### config.mk
export PLATFORM = sky130hd
export DESIGN_NAME = debug_step_controller
export DESIGN_NICKNAME = d
export VERILOG_FILES = /design/src/rtl/debug_step_controller.sv
export SDC_FILE = /design/constraint.sdc
export NUM_CORES = 1
export LEC_CHECK = 0
export ABC_AREA = 1
export BUFFER_PORTS_ARGS = -buffer_cell sky130_fd_sc_hd__buf_2
export CORE_MARGIN = 1.5
export CORE_UTILIZATION = 34
export DETAILED_ROUTE_END_ITERATION = 12
export PLACE_DENSITY = 0.54
export SETUP_SLACK_MARGIN = 0.2
export SLEW_MARGIN = 20
export SYNTH_ARGS = -nofsm -noshare
export SYNTH_HDL_FRONTEND = slang
export SYNTH_SLANG_ARGS = --single-unit
### constraint.sdc
create_clock -name phy_clk -period 3.3 [get_ports phy_clk]
set_input_delay 0.165 -clock phy_clk [delete_from_list [all_inputs] [get_ports phy_clk]]
set_output_delay 0.165 -clock phy_clk [all_outputs]
set_load 0.1 [all_outputs]
### src/rtl/debug_step_controller.sv
// rtl/debug_step_controller.sv - host command engine driving debug_enable/single_step of the clock-gating debugger
module debug_step_controller #(
    parameter int PULSE_HI     = 2,
    parameter int PULSE_LO     = 4,
    parameter bit RESET_HALTED = 1'b0
) (
    input  logic        phy_clk,
    input  logic        reset,
    input  logic        cmd_valid,
    input  logic [1:0]  cmd_op,
    input  logic [15:0] cmd_count,
    input  logic [7:0]  bp_value,
    input  logic [7:0]  clock_counter,
    output logic        debug_enable,
    output logic        single_step,
    output logic        busy,
    output logic [15:0] steps_done,
    output logic        bp_hit,
    output logic [15:0] status
);

    if (PULSE_HI < 2 || PULSE_LO < 4) begin : g_bad_param
        $error("debug_step_controller: illegal PULSE_HI/PULSE_LO (need PULSE_HI >= 2, PULSE_LO >= 4)");
    end

    typedef enum logic [1:0] {S_RUN, S_HALTED, S_STEP_HI, S_STEP_LO} state_t;

    localparam logic [1:0] OP_RUN    = 2'b00;
    localparam logic [1:0] OP_HALT   = 2'b01;
    localparam logic [1:0] OP_STEP_N = 2'b10;
    localparam logic [1:0] OP_RUN_BP = 2'b11;

    localparam int PMAX = (PULSE_HI > PULSE_LO) ? PULSE_HI : PULSE_LO;
    localparam int PW   = $clog2(PMAX + 1);
    localparam logic [PW-1:0] HI_LAST = PW'(PULSE_HI - 1);
    localparam logic [PW-1:0] LO_LAST = PW'(PULSE_LO - 1);
    localparam state_t RESET_STATE = RESET_HALTED ? S_HALTED : S_RUN;

    state_t        state_q, state_d;
    logic [PW-1:0] phase_q, phase_d;
    logic [15:0]   remaining_q, remaining_d;
    logic [15:0]   steps_q, steps_d;
    logic          bp_mode_q, bp_mode_d;
    logic          unlimited_q, unlimited_d;
    logic          abort_q, abort_d;
    logic          bp_hit_q, bp_hit_d;
    logic          err_q, err_d;
    logic          debug_enable_q, debug_enable_d;
    logic          single_step_q, single_step_d;
    logic          busy_q, busy_d;
    logic          halt_cmd;
    logic          last_step;

    assign halt_cmd  = cmd_valid && (cmd_op == OP_HALT);
    assign last_step = !unlimited_q && (remaining_q == 16'd1);

    always_comb begin
        state_d     = state_q;
        phase_d     = phase_q;
        remaining_d = remaining_q;
        steps_d     = steps_q;
        bp_mode_d   = bp_mode_q;
        unlimited_d = unlimited_q;
        abort_d     = abort_q;
        bp_hit_d    = bp_hit_q;
        err_d       = err_q;
        case (state_q)
            S_RUN, S_HALTED: begin
                if (cmd_valid) begin
                    err_d = 1'b0;
                    case (cmd_op)
                        OP_RUN:  state_d = S_RUN;
                        OP_HALT: state_d = S_HALTED;
                        OP_STEP_N: begin
                            steps_d = 16'd0;
                            if (cmd_count == 16'd0) begin
                                state_d = S_HALTED;
                            end else begin
                                state_d     = S_STEP_HI;
                                phase_d     = '0;
                                remaining_d = cmd_count;
                                bp_mode_d   = 1'b0;
                                unlimited_d = 1'b0;
                                abort_d     = 1'b0;
                            end
                        end
                        default: begin
                            steps_d     = 16'd0;
                            bp_hit_d    = 1'b0;
                            state_d     = S_STEP_HI;
                            phase_d     = '0;
                            remaining_d = cmd_count;
                            bp_mode_d   = 1'b1;
                            unlimited_d = (cmd_count == 16'd0);
                            abort_d     = 1'b0;
                        end
                    endcase
                end
            end
            S_STEP_HI: begin
                if (cmd_valid) begin
                    if (cmd_op == OP_HALT) abort_d = 1'b1;
                    else                   err_d   = 1'b1;
                end
                // A HALT cuts the high phase short but the step still counts.
                if (halt_cmd || phase_q == HI_LAST) begin
                    state_d = S_STEP_LO;
                    phase_d = '0;
                    steps_d = steps_q + 16'd1;
                end else begin
                    phase_d = phase_q + 1'b1;
                end
            end
            default: begin
                if (cmd_valid) begin
                    if (cmd_op == OP_HALT) abort_d = 1'b1;
                    else                   err_d   = 1'b1;
                end
                if (phase_q == LO_LAST) begin
                    phase_d = '0;
                    if (!unlimited_q) remaining_d = remaining_q - 16'd1;
                    if (bp_mode_q && clock_counter == bp_value) begin
                        bp_hit_d = 1'b1;
                        state_d  = S_HALTED;
                    end else if (abort_q || halt_cmd || last_step) begin
                        state_d = S_HALTED;
                    end else begin
                        state_d = S_STEP_HI;
                    end
                    if (state_d == S_HALTED) abort_d = 1'b0;
                end else begin
                    phase_d = phase_q + 1'b1;
                end
            end
        endcase
        debug_enable_d = (state_d != S_RUN);
        single_step_d  = (state_d == S_STEP_HI);
        busy_d         = (state_d == S_STEP_HI) || (state_d == S_STEP_LO);
    end

    always_ff @(posedge phy_clk) begin
        if (reset) begin
            state_q        <= RESET_STATE;
            phase_q        <= '0;
            remaining_q    <= 16'd0;
            steps_q        <= 16'd0;
            bp_mode_q      <= 1'b0;
            unlimited_q    <= 1'b0;
            abort_q        <= 1'b0;
            bp_hit_q       <= 1'b0;
            err_q          <= 1'b0;
            debug_enable_q <= RESET_HALTED;
            single_step_q  <= 1'b0;
            busy_q         <= 1'b0;
        end else begin
            state_q        <= state_d;
            phase_q        <= phase_d;
            remaining_q    <= remaining_d;
            steps_q        <= steps_d;
            bp_mode_q      <= bp_mode_d;
            unlimited_q    <= unlimited_d;
            abort_q        <= abort_d;
            bp_hit_q       <= bp_hit_d;
            err_q          <= err_d;
            debug_enable_q <= debug_enable_d;
            single_step_q  <= single_step_d;
            busy_q         <= busy_d;
        end
    end

    assign debug_enable = debug_enable_q;
    assign single_step  = single_step_q;
    assign busy         = busy_q;
    assign steps_done   = steps_q;
    assign bp_hit       = bp_hit_q;
    assign status       = {12'h000, bp_hit_q, err_q, busy_q, debug_enable_q};

endmodule
# Word level (Yosys, flattened, before mapping)
# Cells that the tools add are included.
[classes]
add_sub_neg = 3
eq_ne = 19
mux = 45
bitwise = 2
reduce_logical = 25
[ops]
columns = ["op", "n"]
rows = [
  ["2-to-1 mux 16 bit", 7],
  ["one-hot mux 16 bit (2 select lines)", 3],
  ["adder 16 x 1 -> 16 bit (second input constant)", 1],
  ["equality test 16 x 1 -> 1 bit (second input constant)", 1],
  ["logical NOT 16 bit", 1],
  ["2-to-1 mux 2 bit", 8],
  ["subtractor 16 x 1 -> 16 bit (second input constant)", 1],
  ["2-to-1 mux 1 bit", 14],
  ["2-to-1 mux 3 bit", 4],
  ["one-hot mux 3 bit (2 select lines)", 2],
  ["inequality test 2 bit (second input constant)", 5],
  ["one-hot mux 1 bit (2 select lines)", 5],
  ["equality test 2 bit (second input constant)", 4],
  ["equality test 8 bit", 1],
  ["AND reduction 4 bit", 2],
  ["nonzero test 2 bit", 4],
  ["equality test 2 x 1 -> 1 bit (second input constant)", 3],
  ["one-hot mux 2 bit (3 select lines)", 1],
  ["AND reduction 6 bit", 1],
  ["OR reduction 3 bit", 2],
  ["AND reduction 5 bit", 1],
  ["logical NOT 2 bit", 2],
  ["logical OR 1 bit", 4],
  ["inequality test 2 x 1 -> 1 bit (second input constant)", 2],
  ["other kinds (11)", 15],
]
[totals]
ff_bits = 45
output_inout_bits = 36
elab_cells = 106

# Depth between registers and ports, before layout
[logic_depth]
depth_word = 12
ltp_mapped = 14
ltp_nobuf = 14

# Worst setup path before layout
# No wires, ideal clock.
[synth_timing]
path_kind = "reg2reg"
startpoint = "reg steps_q[0], in the netlist steps_done[0]"
endpoint = "reg steps_q[12], in the netlist steps_done[12]"
setup_time_ns = 0.119
arrival_time_ns = 2.213
required_time_ns = 3.181
path_slack_ns = 0.968
stages_incl_launch_ff = 9
n_path_buf = 0
cell_sequence = "dfxtp_1 > ha_1 > nand2_1 > nor3_1 > nand3_2 > inv_2 > nand2_1 > o21ai_1 > nor2_1"
[synth_between]
elab_chain_cells = 3
[synth_lines]
columns = ["item", "line_no", "rtl"]
rows = [
  ["start, declared", "42", "logic [15:0] steps_q, steps_d;"],
  ["start signal, assigned", "159", "steps_q <= steps_d;"],
  ["adder 16 x 1 -> 16 bit", "109", "steps_d = steps_q + 16'd1;"],
  ["2-to-1 mux 16 bit", "106", "if (halt_cmd || phase_q == HI_LAST) begin"],
  ["one-hot mux 16 bit (2 select lines)", "67", "case (state_q)"],
]
# Every way passes these cells. The select of a mux whose other input is x is not followed.
# A chain may end at the register's enable or synchronous reset.

# Final worst setup path
[layout_timing]
startpoint = "reg phase_q[0]"
endpoint = "reg remaining_q[14]"
[layout_between]
elab_chain_cells = 3
[layout_lines]
columns = ["item", "line_no", "rtl"]
rows = [
  ["start, declared", "40", "logic [PW-1:0] phase_q, phase_d;"],
  ["start signal, assigned", "157", "phase_q <= phase_d;"],
  ["equality test 3 x 2 -> 1 bit", "119", "if (phase_q == LO_LAST) begin"],
  ["nonzero test 2 bit (no source line)", "-", ""],
  ["AND reduction 6 bit (no source line)", "-", ""],
  ["end signal, assigned", "158", "remaining_q <= remaining_d;"],
  ["end, declared", "41", "logic [15:0] remaining_q, remaining_d;"],
]
# Every way passes these cells.

==> results.toml <==
[sta]
timing.slew.headroom = 0.5530
worstMarginPinSlew_ns = 0.6697
fin_tns_setup_ns = 0
clock_skew_ns = 0.008782
fin_crit_sh = 0.6229
fmax_mhz = 486.5
hold_violations = 0
slew_viol_final = 0
post-route-min-period_ns = 2.056
rsz0062_at_grt = "no"
setup_viol = 0

[layout]
fin_nets = 566
antenna_cells = 0
design_area_um2 = 3395
postLayoutCoreUtil = 0.3911
area_growth_pct = 11.65
fillerInstances = 968
drive_above_1_share = 0.2008

[grt]
grt_usage = 0.1598
antenna_found_initial = 0
grt_pass1_wl_mm = 12.81
grt_max_degree = 25
grt_pass1_vias = 2794
grt_overflow = 0

[die]
start_util = 0.3503
die-width_um = 97.57
die_h_um = 97.57
num_io_pins = 73
core_um2 = 8678
num_rows = 34
fp.dieArea_um2 = 9519

[critical_path]
crit_arrival_ns = 2.30
required_ns = 3.54
critPathKind = "flop to flop"
endpoint_kind = "flop"
startpoint_type = "flop"
crit_fanout = 20

[route]
remaining_drc_errors = 0
drt_iter0_drc = 180
ant_nets = 0
drt-total-wl_mm = 7.217
viasPerCell = 4.762
vias = 3005
wire_per_inst_um = 11.44
dr.pass1.iters = 4

[placement]
post_dp_cell_area_um2 = 3312
dp_hpwl_mm = 5.423
place.gp.congestion = 0.8582
io_buffer_count = 60

[run_status]
status = "completed"

[power_and_ir_drop]
combPwrFrac = 0.309
p_leak_nw = 1.620
pwr-share-seq = 0.438
power_density_nw_per_um2 = 401.6
switchingPower_mw = 0.5385
switching_share = 0.3950
p_int_mw = 0.8247
clock_power_share = 0.254
ir_worst_vdd_mv = 0.1502

[logic_synthesis]
synth_most_common_cell = "nand2_1"
syn-cell-area_um2 = 3040
synth-async-reset-ratio = 0
synth_cells = 470
synth_top_area_share = 0.2963
synth_edf_count = 0
synthFlopType = "dfxtp_1"
synth_area_leader_cell = "dfxtp_1"
ys_warn_count = 0
ys_seq_area_frac = 0.2963
synth_commonest_cells = "nand2_1 (101), nor2_1 (74), inv_1 (58), dfxtp_1 (45), nand3_1 (30)"
yosysUniqueCellTypes = 43
synth.area.top_cells = "dfxtp_1 (30%), nand2_1 (12%), nor2_1 (9.1%)"
avgSynthCellArea_um2 = 6.469
synth_seq_cells = 45

[clocking]
clock_sinks = 45
post_cts_buffers = 0
cts_hold_buf = 0
cts-buffers-inserted = 5
htreeDepth = 2
clk_latency_ns = 0.30
cts_root_buffer = "clkbuf_8"
ctsResizeCount = 0
cts_tree = "done"
clk_pin_slew_ns = 0.09
clock_path_buffers = 2

[min_path]
hp-class = "primary input to flop"

[job]
maxCapViolCount = 0
[logic make-up (layout without fill, tap and decap cells)]
| family | count (synthesis) | count (layout) | share of synthesized area |
|---|---|---|---|
| other | 1 | 12 | 0.001233 |
| buffers and inverters | 89 | 131 | 0.1473 |
| XOR/XNOR | 3 | 3 | 0.008644 |
| flip-flops | 45 | 45 | 0.2963 |
| adder cells (fa/ha/maj) | 7 | 7 | 0.02881 |
| AO/OA/AOI/OAI | 74 | 74 | 0.1449 |
| AND/OR/NAND/NOR | 251 | 251 | 0.3728 |
[layer usage]
| metal | GRT usage | vias to the layer above | part of all wire |
|---|---|---|---|
| met5 | 0 | - | 0 |
| met1 | 0.2164 | 1344 | 0.50 |
| met4 | 0.04725 | 0 | 0.015 |
| met3 | 0.02158 | 7 | 0.044 |
| met2 | 0.2644 | 72 | 0.44 |
| li1 | - | 1582 | - |
[placed cells by master (no fill, tap or decap), types with 5 or more instances in the layout]
master | synthesis | final
ha_1 | 7 | 7
nand3_1 | 30 | 30
a21oi_1 | 25 | 25
nor2_1 | 74 | 74
nand2_1 | 101 | 101
conb_1 | 1 | 12
o21ai_2 | 6 | 6
nand2_2 | 6 | 6
o21ai_0 | 26 | 26
buf_2 | 1 | 60
nand4_1 | 11 | 11
nor3_1 | 8 | 8
dfxtp_1 | 45 | 45
inv_1 | 58 | 58
clkbuf_8 | 0 | 5
[registers in the layout, summed over array words and instances (netlist names), 2 cells and up]
| name | count |
|---|---|
| state_q | 2 |
| remaining_q | 16 |
| steps_done | 16 |
| phase_q | 3 |
[power by group through the flow]
stage / clock network [mW] / registers, mW / logic [mW]
after floorplan: 0 / 0.648 / 0.322
after global placement: 0 / 0.609 / 0.419
after detailed placement: 0 / 0.609 / 0.421
after CTS: 0.358 / 0.597 / 0.422
after global routing: 0.382 / 0.602 / 0.467
final: 0.346 / 0.597 / 0.421
[cell type report]
type	instances	area (um2)	area share
timing repair buffer	61	307.8	0.09067
inverter	62	235.2	0.06930
multi-input combinational	347	1733	0.5105
clock buffer	6	72.57	0.02138
clock inverter	2	10.01	0.002949
sequential	45	900.9	0.2654
tap	108	135.1	0.03981
[critical path, stage by stage, from the launching register on]
cell     delay, ns
dfxtp_1       0.35
ha_1          0.22
ha_1          0.22
nand2_2       0.09
nor2_2        0.03
inv_1         0.06
nand2_2       0.27
inv_1         0.47
nand2_1       0.13
a21oi_2       0.16
[metrics by stage]
step	power, mW	setup WS [ns]	hold WS, ns	instances
finish	1.363	1.244	0.1268	631
global route	1.451	1.066	0.1401	631
CTS	1.378	1.250	0.1182	631
detailed placement	1.030	1.263	0.4397	623
global placement	1.029	1.322	0.4326	623
floorplan	0.9699	0.9682	0.2552	481
[worst paths after layout]
path	slack (ns)	end	cells past startpoint	from
setup / recovery	1.24	remaining_q[14]	9	phase_q[0]
hold / removal	0.13	err_q	2	cmd_valid
setup reg to reg	1.24	remaining_q[14]	9	phase_q[0]
hold reg to reg	0.47	bp_mode_q	2	bp_mode_q
Power figures use the tool's default switching activity.
